===== config.mk =====
export PLATFORM = sky130hd
export DESIGN_NAME = alu_seq
export DESIGN_NICKNAME = d
export VERILOG_FILES = /design/src/rtl/alu_pkg.sv /design/src/rtl/alu_mul_iter.sv /design/src/rtl/alu_seq.sv
export SDC_FILE = /design/constraint.sdc
export NUM_CORES = 1
export LEC_CHECK = 0
export CAP_MARGIN = 20
export CORE_MARGIN = 2
export CORE_UTILIZATION = 40
export DETAILED_ROUTE_END_ITERATION = 7
export MAX_ROUTING_LAYER = met4
export PLACE_DENSITY = 0.63
export SLEW_MARGIN = 0
export SYNTH_ARGS = -nofsm -noshare
export SYNTH_HDL_FRONTEND = slang
export SYNTH_SLANG_ARGS = --single-unit

===== constraint.sdc =====
create_clock -name clk -period 4.7 [get_ports clk]
set_input_delay 0.705 -clock clk [delete_from_list [all_inputs] [get_ports clk]]
set_output_delay 0.705 -clock clk [all_outputs]
set_load 0.02 [all_outputs]

===== src/rtl/alu_pkg.sv =====
// Shared definitions for the sequential ALU: opcodes, FSM states and the status flag bundle.
package alu_pkg;

    localparam logic [2:0] OP_ADD  = 3'b000;
    localparam logic [2:0] OP_INC  = 3'b001;
    localparam logic [2:0] OP_SUB  = 3'b010;
    localparam logic [2:0] OP_XOR  = 3'b011;
    localparam logic [2:0] OP_OR   = 3'b100;
    localparam logic [2:0] OP_AND  = 3'b101;
    localparam logic [2:0] OP_MUL  = 3'b110;
    localparam logic [2:0] OP_RSVD = 3'b111;

    typedef enum logic [1:0] {
        ST_IDLE = 2'b00,
        ST_MUL  = 2'b01,
        ST_DONE = 2'b10
    } state_t;

    // c: carry/borrow/mul-overflow, z: zero, n: negative, v: signed overflow, err: reserved opcode
    typedef struct packed {
        logic c;
        logic z;
        logic n;
        logic v;
        logic err;
    } flags_t;

endpackage


===== src/rtl/alu_mul_iter.sv =====
// Iterative unsigned shift-add multiplier, one multiplier bit per cycle.
// The first partial-product step is taken on the start edge itself, so the
// full product is ready WIDTH-1 edges later and done pulses for one cycle.
module alu_mul_iter
    import alu_pkg::*;
#(
    parameter int WIDTH = 8
) (
    input  logic                 clk,
    input  logic                 rst,
    input  logic                 start,
    input  logic [WIDTH-1:0]     a,
    input  logic [WIDTH-1:0]     b,
    output logic                 busy,
    output logic                 done,
    output logic [2*WIDTH-1:0]   product
);

    localparam int CW = $clog2(WIDTH + 1);

    logic [2*WIDTH-1:0] acc_q, acc_d;
    logic [WIDTH-1:0]   mcand_q, mcand_d;
    logic [WIDTH-1:0]   mplier_q, mplier_d;
    logic [CW-1:0]      cnt_q, cnt_d;
    logic               busy_q, busy_d;
    logic               done_q, done_d;

    logic [2*WIDTH-1:0] step_acc_s;
    logic [WIDTH-1:0]   step_mcand_s;
    logic               step_bit_s;
    logic [WIDTH:0]     step_sum_s;
    logic [2*WIDTH-1:0] step_next_s;

    // One shift-add step: add the multiplicand into the upper half if the current bit is set, then shift right.
    always_comb begin
        step_acc_s   = acc_q;
        step_mcand_s = mcand_q;
        step_bit_s   = mplier_q[0];
        if (start) begin
            step_acc_s   = {(2*WIDTH){1'b0}};
            step_mcand_s = a;
            step_bit_s   = b[0];
        end else begin
            step_bit_s   = mplier_q[0];
        end
        step_sum_s  = {1'b0, step_acc_s[2*WIDTH-1:WIDTH]}
                    + (step_bit_s ? {1'b0, step_mcand_s} : {(WIDTH+1){1'b0}});
        step_next_s = {step_sum_s, step_acc_s[WIDTH-1:1]};
    end

    // Iteration control: load on start, step while busy, flag completion after the last bit.
    always_comb begin
        acc_d    = acc_q;
        mcand_d  = mcand_q;
        mplier_d = mplier_q;
        cnt_d    = cnt_q;
        busy_d   = busy_q;
        done_d   = 1'b0;
        if (start) begin
            acc_d    = step_next_s;
            mcand_d  = a;
            mplier_d = {1'b0, b[WIDTH-1:1]};
            cnt_d    = CW'(1);
            busy_d   = 1'b1;
        end else if (busy_q) begin
            acc_d    = step_next_s;
            mplier_d = {1'b0, mplier_q[WIDTH-1:1]};
            cnt_d    = cnt_q + CW'(1);
            if (cnt_q == CW'(WIDTH - 1)) begin
                busy_d = 1'b0;
                done_d = 1'b1;
            end else begin
                busy_d = 1'b1;
            end
        end else begin
            busy_d = 1'b0;
        end
    end

    // Multiplier state registers; reset discards any partial product.
    always_ff @(posedge clk) begin
        if (rst) begin
            acc_q    <= {(2*WIDTH){1'b0}};
            mcand_q  <= {WIDTH{1'b0}};
            mplier_q <= {WIDTH{1'b0}};
            cnt_q    <= {CW{1'b0}};
            busy_q   <= 1'b0;
            done_q   <= 1'b0;
        end else begin
            acc_q    <= acc_d;
            mcand_q  <= mcand_d;
            mplier_q <= mplier_d;
            cnt_q    <= cnt_d;
            busy_q   <= busy_d;
            done_q   <= done_d;
        end
    end

    assign busy    = busy_q;
    assign done    = done_q;
    assign product = acc_q;

endmodule


===== src/rtl/alu_seq.sv =====
// Registered ALU with valid/ready handshakes: six single-cycle ops, an
// iterative unsigned multiply and a reserved opcode that raises err.
module alu_seq
    import alu_pkg::*;
#(
    parameter int WIDTH = 8
) (
    input  logic             clk,
    input  logic             rst,
    input  logic             in_valid,
    output logic             in_ready,
    input  logic [WIDTH-1:0] a,
    input  logic [WIDTH-1:0] b,
    input  logic [2:0]       sel,
    output logic             out_valid,
    input  logic             out_ready,
    output logic [WIDTH-1:0] out,
    output logic [WIDTH-1:0] out_hi,
    output logic             c_out,
    output logic             zero,
    output logic             neg,
    output logic             ovf,
    output logic             err
);

    state_t             state_q, state_d;
    logic [WIDTH-1:0]   out_q, out_d;
    logic [WIDTH-1:0]   out_hi_q, out_hi_d;
    flags_t             flags_q, flags_d;

    logic               accept_s;
    logic               mul_start_s;
    logic               mul_busy_s;
    logic               mul_done_s;
    logic [2*WIDTH-1:0] mul_prod_s;
    logic [WIDTH-1:0]   mul_lo_s;
    logic [WIDTH-1:0]   mul_hi_s;
    flags_t             mul_flags_s;

    logic [WIDTH:0]     add_s, inc_s, sub_s;
    logic [WIDTH-1:0]   alu_res_s;
    flags_t             alu_flags_s;

    assign in_ready    = (state_q == ST_IDLE) && !mul_busy_s;
    assign accept_s    = in_valid && in_ready;
    assign mul_start_s = accept_s && (sel == OP_MUL);
    assign mul_lo_s    = mul_prod_s[WIDTH-1:0];
    assign mul_hi_s    = mul_prod_s[2*WIDTH-1:WIDTH];

    alu_mul_iter #(.WIDTH(WIDTH)) u_mul (
        .clk     (clk),
        .rst     (rst),
        .start   (mul_start_s),
        .a       (a),
        .b       (b),
        .busy    (mul_busy_s),
        .done    (mul_done_s),
        .product (mul_prod_s)
    );

    // Single-cycle op mux and flags, computed straight from the operands presented at accept.
    always_comb begin
        add_s       = {1'b0, a} + {1'b0, b};
        inc_s       = {1'b0, a} + {{WIDTH{1'b0}}, 1'b1};
        sub_s       = {1'b0, a} - {1'b0, b};
        alu_res_s   = {WIDTH{1'b0}};
        alu_flags_s = '0;
        case (sel)
            OP_ADD: begin
                alu_res_s     = add_s[WIDTH-1:0];
                alu_flags_s.c = add_s[WIDTH];
                alu_flags_s.v = (a[WIDTH-1] == b[WIDTH-1]) && (add_s[WIDTH-1] != a[WIDTH-1]);
            end
            OP_INC: begin
                alu_res_s     = inc_s[WIDTH-1:0];
                alu_flags_s.c = inc_s[WIDTH];
                alu_flags_s.v = !a[WIDTH-1] && inc_s[WIDTH-1];
            end
            OP_SUB: begin
                alu_res_s     = sub_s[WIDTH-1:0];
                alu_flags_s.c = sub_s[WIDTH];
                alu_flags_s.v = (a[WIDTH-1] != b[WIDTH-1]) && (sub_s[WIDTH-1] != a[WIDTH-1]);
            end
            OP_XOR:  alu_res_s = a ^ b;
            OP_OR:   alu_res_s = a | b;
            OP_AND:  alu_res_s = a & b;
            OP_RSVD: alu_flags_s.err = 1'b1;
            default: alu_res_s = {WIDTH{1'b0}};
        endcase
        alu_flags_s.z = (alu_res_s == {WIDTH{1'b0}});
        alu_flags_s.n = alu_res_s[WIDTH-1];
    end

    // Flags for a finished multiply: carry means the product does not fit in WIDTH bits.
    always_comb begin
        mul_flags_s     = '0;
        mul_flags_s.c   = |mul_hi_s;
        mul_flags_s.z   = (mul_prod_s == {(2*WIDTH){1'b0}});
        mul_flags_s.n   = mul_lo_s[WIDTH-1];
        mul_flags_s.v   = 1'b0;
        mul_flags_s.err = 1'b0;
    end

    // Next-state and output-register loading; results are only written on the way into DONE.
    always_comb begin
        state_d  = state_q;
        out_d    = out_q;
        out_hi_d = out_hi_q;
        flags_d  = flags_q;
        case (state_q)
            ST_IDLE: begin
                if (accept_s && (sel == OP_MUL)) begin
                    state_d = ST_MUL;
                end else if (accept_s) begin
                    state_d  = ST_DONE;
                    out_d    = alu_res_s;
                    out_hi_d = {WIDTH{1'b0}};
                    flags_d  = alu_flags_s;
                end else begin
                    state_d = ST_IDLE;
                end
            end
            ST_MUL: begin
                if (mul_done_s) begin
                    state_d  = ST_DONE;
                    out_d    = mul_lo_s;
                    out_hi_d = mul_hi_s;
                    flags_d  = mul_flags_s;
                end else begin
                    state_d = ST_MUL;
                end
            end
            ST_DONE: begin
                if (out_ready) begin
                    state_d = ST_IDLE;
                end else begin
                    state_d = ST_DONE;
                end
            end
            default: state_d = ST_IDLE;
        endcase
    end

    // State and result registers; outputs stay frozen while DONE waits for out_ready.
    always_ff @(posedge clk) begin
        if (rst) begin
            state_q  <= ST_IDLE;
            out_q    <= {WIDTH{1'b0}};
            out_hi_q <= {WIDTH{1'b0}};
            flags_q  <= '0;
        end else begin
            state_q  <= state_d;
            out_q    <= out_d;
            out_hi_q <= out_hi_d;
            flags_q  <= flags_d;
        end
    end

    assign out_valid = (state_q == ST_DONE);
    assign out       = out_q;
    assign out_hi    = out_hi_q;
    assign c_out     = flags_q.c;
    assign zero      = flags_q.z;
    assign neg       = flags_q.n;
    assign ovf       = flags_q.v;
    assign err       = flags_q.err;

endmodule

* Word-level counts from Yosys, hierarchy flattened *
Cells that the tools add are included.

cells by class
  $add $sub $neg = 5
  equal/unequal tests = 17
  multiplexer cells = 35
  bitwise operators = 4
  reductions and logical operators = 18

operators by type and width
  kind                                            number
  two-way mux 8 bit                               8
  two-way mux 16 bit                              3
  one-hot mux 8 bit (6 select lines)              1
  one-hot mux 8 bit (2 select lines)              2
  zero test 16 bit                                1
  two-way mux 5 bit                               3
  two-way mux 7 bit                               2
  == test 3 bit (second input constant)           4
  one-hot mux 5 bit (2 select lines)              1
  adder 8 x 1 -> 9 bit (second input constant)    1
  adder 8 x 8 -> 9 bit                            1
  adder 8 x 9 -> 9 bit                            1
  subtractor 8 x 8 -> 9 bit                       1
  bitwise AND 8 bit                               1
  zero test 8 bit                                 1
  two-way mux 1 bit                               8
  two-way mux 2 bit                               4
  OR 8 bit                                        1
  OR reduction 8 bit                              1
  XOR 8 bit                                       1
  == test 3 x 2 -> 1 bit (second input constant)  2
  logical AND 1 bit                               6
  one-hot mux 1 bit (3 select lines)              2
  one-hot mux 2 bit (3 select lines)              1
  17 further kinds                                22

word-level totals
  register bits = 60
  bits of input ports = 23
  word-level logic and storage cells = 94

* Depth between registers and ports, before layout *
Gate-level depths: netlist of run 1.

  depth in word-level cells = 9
  mapped depth = 17
  gate-level depth less buffers = 14

* Modules after synthesis *
From an unflattened synthesis of run 1, not the netlist that was laid out.

unflattened totals
  cell total of the unflattened synthesis = 538
  area total of the unflattened synthesis = 4,311.6 µm²

by module, submodules not included
  module        times used  cells each  area each (µm²)  sequential area each (µm²)
  alu_seq       1           329         2,386.0          440.4
  alu_mul_iter  1           209         1,925.6          740.7

* Worst setup path after synthesis of run 1 *
OpenSTA, ideal clock, no wires.

  path kind = register -> register
  start = reg u_mul.busy_q, in the netlist u_mul.busy
  end = reg u_mul.acc_q[15], in the netlist u_mul.product[15]
  library setup time = 0.130 ns
  data arrival time = 3.765 ns
  setup slack = 0.805 ns
  stages on the path, launching flop included = 17
  buffers on the path = 3
  path through = dfxtp_1 clkbuf_1 nor3_1 nand2_1 or3_1 clkbuf_1 clkbuf_1 and2_1 ha_1 fa_1 a21o_1 a21oi_1 o21bai_1 a21oi_1 o21bai_1 a211oi_1 nor3_1

between the ends
  longest elaborated chain between the ends = 9
  elaborated cells between the ends (all ways) = 12
  classes of those cells = add/sub (1); mux (6); reduce/logical (5)

ends and longest elaborated chain
  what                                                    line                RTL
  start: declaration                                      alu_mul_iter.sv:25  logic busy_q, busy_d;
  start signal: assignment                                alu_mul_iter.sv:94  busy_q <= busy_d;
  zero test 1 bit *                                       alu_seq.sv:44       assign in_ready = (state_q == ST_IDLE) && !mul_busy_s;
  logical AND 1 bit *                                     alu_seq.sv:44
  via in_ready                                            alu_seq.sv:11       output logic in_ready,
  logical AND 1 bit *                                     alu_seq.sv:45       assign accept_s = in_valid && in_ready;
  logical AND 1 bit *                                     alu_seq.sv:46       assign mul_start_s = accept_s && (sel == OP_MUL);
  two-way mux 8 bit or two-way mux 1 bit (tied branches)  n/a
  two-way mux 8 bit                                       alu_mul_iter.sv:47  + (step_bit_s ? {1'b0, step_mcand_s} : {(WIDTH+1){1'b0}});
  adder 8 x 9 -> 9 bit                                    alu_mul_iter.sv:47
  two-way mux 16 bit                                      alu_mul_iter.sv:65  end else if (busy_q) begin
  two-way mux 16 bit                                      alu_mul_iter.sv:59  if (start) begin
  end signal: assignment                                  alu_mul_iter.sv:83  acc_q <= {(2*WIDTH){1'b0}};
  end: declaration                                        alu_mul_iter.sv:21  logic [2*WIDTH-1:0] acc_q, acc_d;

Mark *: on every way through the listed nets, which the timed path passes. The rest lies on a longest branch. The select of a mux whose other input is x is not followed.
A chain may end at the register's enable or synchronous reset.

* Final worst setup path of run 1 *
  start = in in_valid
  end = reg u_mul.acc_q[15], in the netlist u_mul.product[15]

between the ends
  longest elaborated chain between the ends = 7
  elaborated cells between the ends (all ways) = 10
  classes of those cells = add/sub (1); mux (6); reduce/logical (3)

ends and longest elaborated chain
  what                                                    line                RTL
  start: declaration                                      alu_seq.sv:10       input logic in_valid,
  logical AND 1 bit *                                     alu_seq.sv:45
  logical AND 1 bit *                                     alu_seq.sv:46
  two-way mux 8 bit or two-way mux 1 bit (tied branches)  n/a
  two-way mux 8 bit                                       alu_mul_iter.sv:47
  adder 8 x 9 -> 9 bit                                    alu_mul_iter.sv:47
  two-way mux 16 bit                                      alu_mul_iter.sv:65
  two-way mux 16 bit                                      alu_mul_iter.sv:59

Mark *: on every way between the ends. The rest lies on a longest branch, timed or not. The select of a mux whose other input is x is not followed.

==> impl_metrics.toml, run 1 <==
[synth]
synth-edff-count = 0
synth_compound_area_share_pct = 23.8
synth_area_um2 = 4140
synth_fp_nets = 606
ys.flop_type = "dfxtp_1"
synthAdderAreaFrac_pct = 12.0
ys_seq_area_share_pct = 28.6
synth_top_family_by_area = "compound AO/OA/AOI/OAI gates"
synthMuxAreaShare_pct = 2.69
synthXorXnorAreaFrac_pct = 3.39
yosysUniqueCellTypes = 57
ys_ff_latch = 59
synthSimpleGateAreaFrac_pct = 23.8
synthesis.instances = 545
yosys_warnings = 0
avgSynthCellArea_um2 = 7.59
async_flop_share_pct = 0

[setup_path]
ff2ff_setup_slack_ns = 1.27
startpoint_type = "input port"
required_ns = 4.90
cp-end-kind = "register"
r2r_cells = 13
cp_cell_sequence = "clkdlybuf4s50_1 -> nand2_1 -> or3_1 -> and2_1 -> ha_1 -> fa_1 -> a21o_1 -> a21oi_1 -> o21bai_1 -> a21oi_1 -> o21bai_1 -> a211oi_1 -> nor3_1"
crit_path_max_incr_delay_ns = 0.53
critPathSlowestCell = "or3_1"
critPathMaxFanout = 9
path_buf_inv = 1
worstPathArrival_ns = 3.78
critPathTopFamily = "compound AO/OA/AOI/OAI gates"
cp_num_cells = 13
worstSetupPathType = "input port to register"

[global_route]
grt_pass1_vias = 3803
grt_max_degree = 52
antenna_found_initial = 0
grt_pass1_wl_um = 19300
grt_overflow = 0
grt_usage_pct = 22.3

[cells_and_area]
nets = 638
drive_gt1_share_pct = 6.19
n_antenna_cell = 0
layout_commonest_cell = "nand2_1"
final_cell_mix = "nand2_1 (69), a21oi_1 (59), dfxtp_1 (59), nor2_1 (49), clkdlybuf4s50_1 (44)"
areaGrowthSynthToFinish_pct = 18.6

[routing]
via_per_inst = 5.56
ant_nets = 0
vias = 3989
drtIter0Drc = 227
wl_per_cell_um = 16.3
wl_um = 11700
first_pass_iters = 5
drc = 0

[clock_network]
cts_sinks = 59
cts_buffer_depth = 2
cts-root-buf = "clkbuf_8"
path_clk_slew_ns = 0.07
htree_levels = 3
cts_buffers = 9
post_cts_buffers = 0
insertion_delay_ns = 0.36
cts_resized = 0
cts_hold_buf = 0
cts_tree = "built"

[floorplanning]
initial_core_util_pct = 40.6
row_count = 37
die_area_um2 = 11200
coreArea_um2 = 10200
fp.dieH_um = 106
die_w_um = 106
ios = 46

[sta]
setup_tns_ns = 0
setup_viol = 0
drv_slew = 0
period_share_pct = 76.3
tightest_slew_ns = 0.970
rsz0062_at_grt = "false"
relSlewSlack_pct = 35.3
period_minus_slack_ns = 3.59
fin_skew_ns = 0.0137
clock.fmax_mhz = 279
hold_viol = 0

[pwr]
p_sw_share_pct = 32.2
power_mw = 1.28
p_comb_share_pct = 21.9
clockPowerShare_pct = 37.6
p_leak_nw = 1.91
seqPwrFrac_pct = 40.5
p_per_area_nw_per_um2 = 262
ir_drop_v = 0.000120
p_sw_mw = 0.413
power.internal_mw = 0.871

[status]
status = "finished clean"

[placed_design]
portBuffers = 45
dp.final_hpwl_um = 8660
gp_congestion = 0.942

[min_path]
hold_path_class = "register to register"
holdPathStages = 2

[run]
drv_cap = 0
-- worst reg2reg max path, delay by kind of cell, from the launching register on --
kind / cells / cell delay, ns
and+or+nand+nor: 5 / 1.24
AOI/OAI and AO/OA: 6 / 1.03
adders and majority gates: 2 / 0.64
DFF: 1 / 0.35
-- logic make-up (layout without fill, tap and decap cells) --
family,after synthesis,count (layout)
buffers and inverters,59,96
AO/OA/AOI/OAI,155,155
flip-flops,59,59
multiplexers,11,11
AND/OR/NAND/NOR,207,207
adder cells (fa/ha/maj),38,38
XOR/XNOR,16,16
-- routing by layer --
layer | GRT usage (%) | routed length [um] | vias up | part of all wire [%]
li1 | - | - | 1990 | -
met4 | 9.68 | 343 | 0 | 2.9
met3 | 2.97 | 277 | 29 | 2.4
met5 | - | 0 | - | 0
met2 | 34.9 | 5440 | 77 | 47
met1 | 28.8 | 5610 | 1893 | 48
-- per-stage QoR --
stage,worst slack [ns],hold WS [ns],cells,utilization [%],cell area [um^2]
finish,1.11,0.453,718,48.1,4900
global route,0.900,0.475,718,48.1,4900
CTS,1.11,0.455,718,48.1,4900
detailed placement,0.730,0.447,702,46.2,4700
global placement,0.786,0.440,701,46.0,4690
floorplan,0.805,0.433,545,-,4140
-- state kept, by name, summed over array words and instances, names as in the netlist, 2 cells and up --
name	cells
u_mul.product	16
out	8
u_mul.mcand_q	8
state_q	2
out_hi	8
u_mul.cnt_q	4
u_mul.mplier_q	7
-- synth_stat cells, types with 3 or more instances --
library cell	number	share of area, %
a211oi_1	6	1.1
a21o_1	8	1.5
a21oi_1	60	7.3
a22oi_1	9	1.6
and2_1	9	1.4
and3_1	4	0.61
buf_1	4	0.36
clkbuf_1	27	2.5
dfxtp_1	59	29
fa_1	3	1.5
ha_1	35	11
inv_1	24	2.2
mux2i_1	10	2.4
nand2_1	69	6.3
nand2b_1	8	1.2
nand3_1	23	2.8
nand3b_1	4	0.73
nand4_1	3	0.45
nor2_1	49	4.4
nor2b_1	5	0.76
nor3_1	11	1.3
nor3b_1	5	0.91
nor4_1	5	0.76
o211ai_1	5	0.91
o21ai_0	25	3.0
o21bai_1	5	0.91
o22ai_1	3	0.45
o311a_1	3	0.73
o31ai_1	12	2.2
or3_1	6	0.91
xnor2_1	12	2.5
xor2_1	4	0.85
-- area by class of cell --
class	count	area, um^2
flip-flops and latches	59	1180
well taps	136	170
repair buffers	55	528
fillers	1031	5280
clock buffers	9	124
clock inverters	7	77.6
inverters	25	93.8
multi-input cells	427	2730
-- path summary, 6_finish.rpt --
check,startpoint,endpoint
max,in_valid,u_mul.product[15]
max reg2reg,state_q[1],u_mul.product[15]
min reg2reg,out_hi[7],out_hi[7]
min,out_hi[7],out_hi[7]
-- power by group through the flow --
stage | registers (mW) | logic, mW | clock network [mW]
CTS | 0.520 | 0.280 | 0.490
finish | 0.520 | 0.281 | 0.483
floorplan | 0.537 | 0.172 | 0
detailed placement | 0.531 | 0.279 | 0
global route | 0.521 | 0.310 | 0.514
global placement | 0.531 | 0.274 | 0
No activity file was read; power rests on OpenSTA's default activity.
==> inputs of run 2 (changes only) <==
--- a/config.mk
+++ b/config.mk
@@ -10,7 +10,7 @@
 export CORE_UTILIZATION = 40
 export DETAILED_ROUTE_END_ITERATION = 7
 export MAX_ROUTING_LAYER = met4
-export PLACE_DENSITY = 0.63
+export PLACE_DENSITY = 0.65
 export SLEW_MARGIN = 0
 export SYNTH_ARGS = -nofsm -noshare
 export SYNTH_HDL_FRONTEND = slang
==> constraint.sdc (replaced) <==
create_clock -name clk -period 3.2 [get_ports clk]
set_input_delay 0.48 -clock clk [delete_from_list [all_inputs] [get_ports clk]]
set_output_delay 0.48 -clock clk [all_outputs]
set_load 0.02 [all_outputs]
==> impl_metrics.toml, run 2 (same netlist as run 1, synthesis figures left out) <==
[pwr]
p_per_area_nw_per_um2 = 359
power_mw = 1.92
ir_drop_v = 0.000168
p_leak_nw = 2.20

[sta]
relSlewSlack_pct = 64.0
clock.fmax_mhz = 329
hold_viol = 0
fin_ws_ns = 0.160
rsz0062_at_grt = "false"
setup_tns_ns = 0
tightest_slew_ns = 0.539
drv_slew = 0
period_minus_slack_ns = 3.04
fin_skew_ns = 0.00988
hold_ws_ns = 0.452
setup_viol = 0
period_share_pct = 95.0

[clock_network]
cts_hold_buf = 0
cts-root-buf = "clkbuf_8"
cts_buffer_depth = 2
htree_levels = 3
path_clk_slew_ns = 0.07
post_cts_buffers = 0
cts_buffers = 9
cts_sinks = 59
cts_resized = 0
cts_tree = "built"
insertion_delay_ns = 0.34

[routing]
via_per_inst = 5.45
first_pass_iters = 5
wl_um = 12100
ant_nets = 0
vias = 4216
drc = 0
drtIter0Drc = 248
wl_per_cell_um = 15.7

[floorplanning]
row_count = 37
coreArea_um2 = 10200
initial_core_util_pct = 40.6
die_area_um2 = 11200
ios = 46
fp.dieH_um = 106
die_w_um = 106

[global_route]
grt_overflow = 0
grt_pass1_vias = 4105
antenna_found_initial = 0
grt_max_degree = 29
grt_pass1_wl_um = 20200
grt_usage_pct = 23.2

[cells_and_area]
layout_commonest_cell = "nand2_1"
areaGrowthSynthToFinish_pct = 29.4
nets = 695
fin_area_um2 = 5350
final_cells = 774
drive_gt1_share_pct = 15.2
fin_util_pct = 52.6
final_cell_mix = "nand2_1 (68), buf_4 (67), dfxtp_1 (59), a21oi_1 (57), nor2_1 (49)"
n_antenna_cell = 0
largest_reg_flops = 16

[setup_path]
critPathTopFamily = "compound AO/OA/AOI/OAI gates"
worstPathArrival_ns = 3.30
critPathMaxFanout = 4
path_buf_inv = 3
cp_cell_sequence = "clkdlybuf4s50_1 -> inv_1 -> ha_1 -> buf_4 -> or2b_1 -> o311a_1 -> o311ai_0 -> o2111a_1 -> o21ai_0 -> or3_1 -> o31ai_2"
cp-end-kind = "register"
startpoint_type = "input port"
worstSetupPathType = "input port to register"
crit_path_max_incr_delay_ns = 0.51
critPathSlowestCell = "clkdlybuf4s50_1"
required_ns = 3.46

[placed_design]
portBuffers = 45
pre_cts_ws_ns = -0.200
dp.final_hpwl_um = 9320
dp.cells = 759
placed_area_um2 = 5150
gp_congestion = 0.875

[run]
drv_cap = 0

[status]
status = "finished clean"

[min_path]
hold_path_class = "register to register"
run 2: cell types whose count changed in the layout (fill, tap and decap cells not counted), moves of 2 or more:
cell,before,now
a21oi_1,59,57
a21oi_2,1,3
buf_4,9,67
clkbuf_1,0,2
clkbuf_8,9,11
clkinv_4,3,0
run 2: final cells by class:
cell class / instances / area [um^2]
multi-input combinational: 427 / 2760
timing repair buffer: 112 / 951
clock buffer: 13 / 159
clock inverter: 2 / 35.0
inverter: 25 / 93.8
tap: 136 / 170
fill: 992 / 4830
sequential: 59 / 1180
run 2: layer usage:
metal / part of all wire (%) / vias up / global-route usage, % / wire, um
met2: 48 / 116 / 36.5 / 5780
li1: - / 2107 / - / -
met1: 46 / 1973 / 30.6 / 5600
met5: 0 / - / - / 0
met4: 2.0 / 0 / 7.61 / 238
met3: 4.1 / 20 / 3.46 / 502
run 2: final timing paths:
kind	start	endpoint	slack, ns	cells after the start
min reg2reg	out_hi[7]	out_hi[7]	0.45	2
max	a[2]	zero	0.16	11
min	out_hi[7]	out_hi[7]	0.45	2
max reg2reg	state_q[0]	u_mul.product[15]	0.27	13
run 2: power by group:
part           leakage, nW  switching (mW)  total [mW]  internal, mW
clock network       0.0995           0.277       0.674         0.397
registers            0.477          0.0118       0.764         0.752
logic                 1.62           0.266       0.482         0.217
total                 2.20           0.555        1.92          1.37
run 2: worst min-delay path: stages (launching register included):
cell	delay (ns)
dfxtp_1	0.31
nand2_1	0.05
a21oi_1	0.05
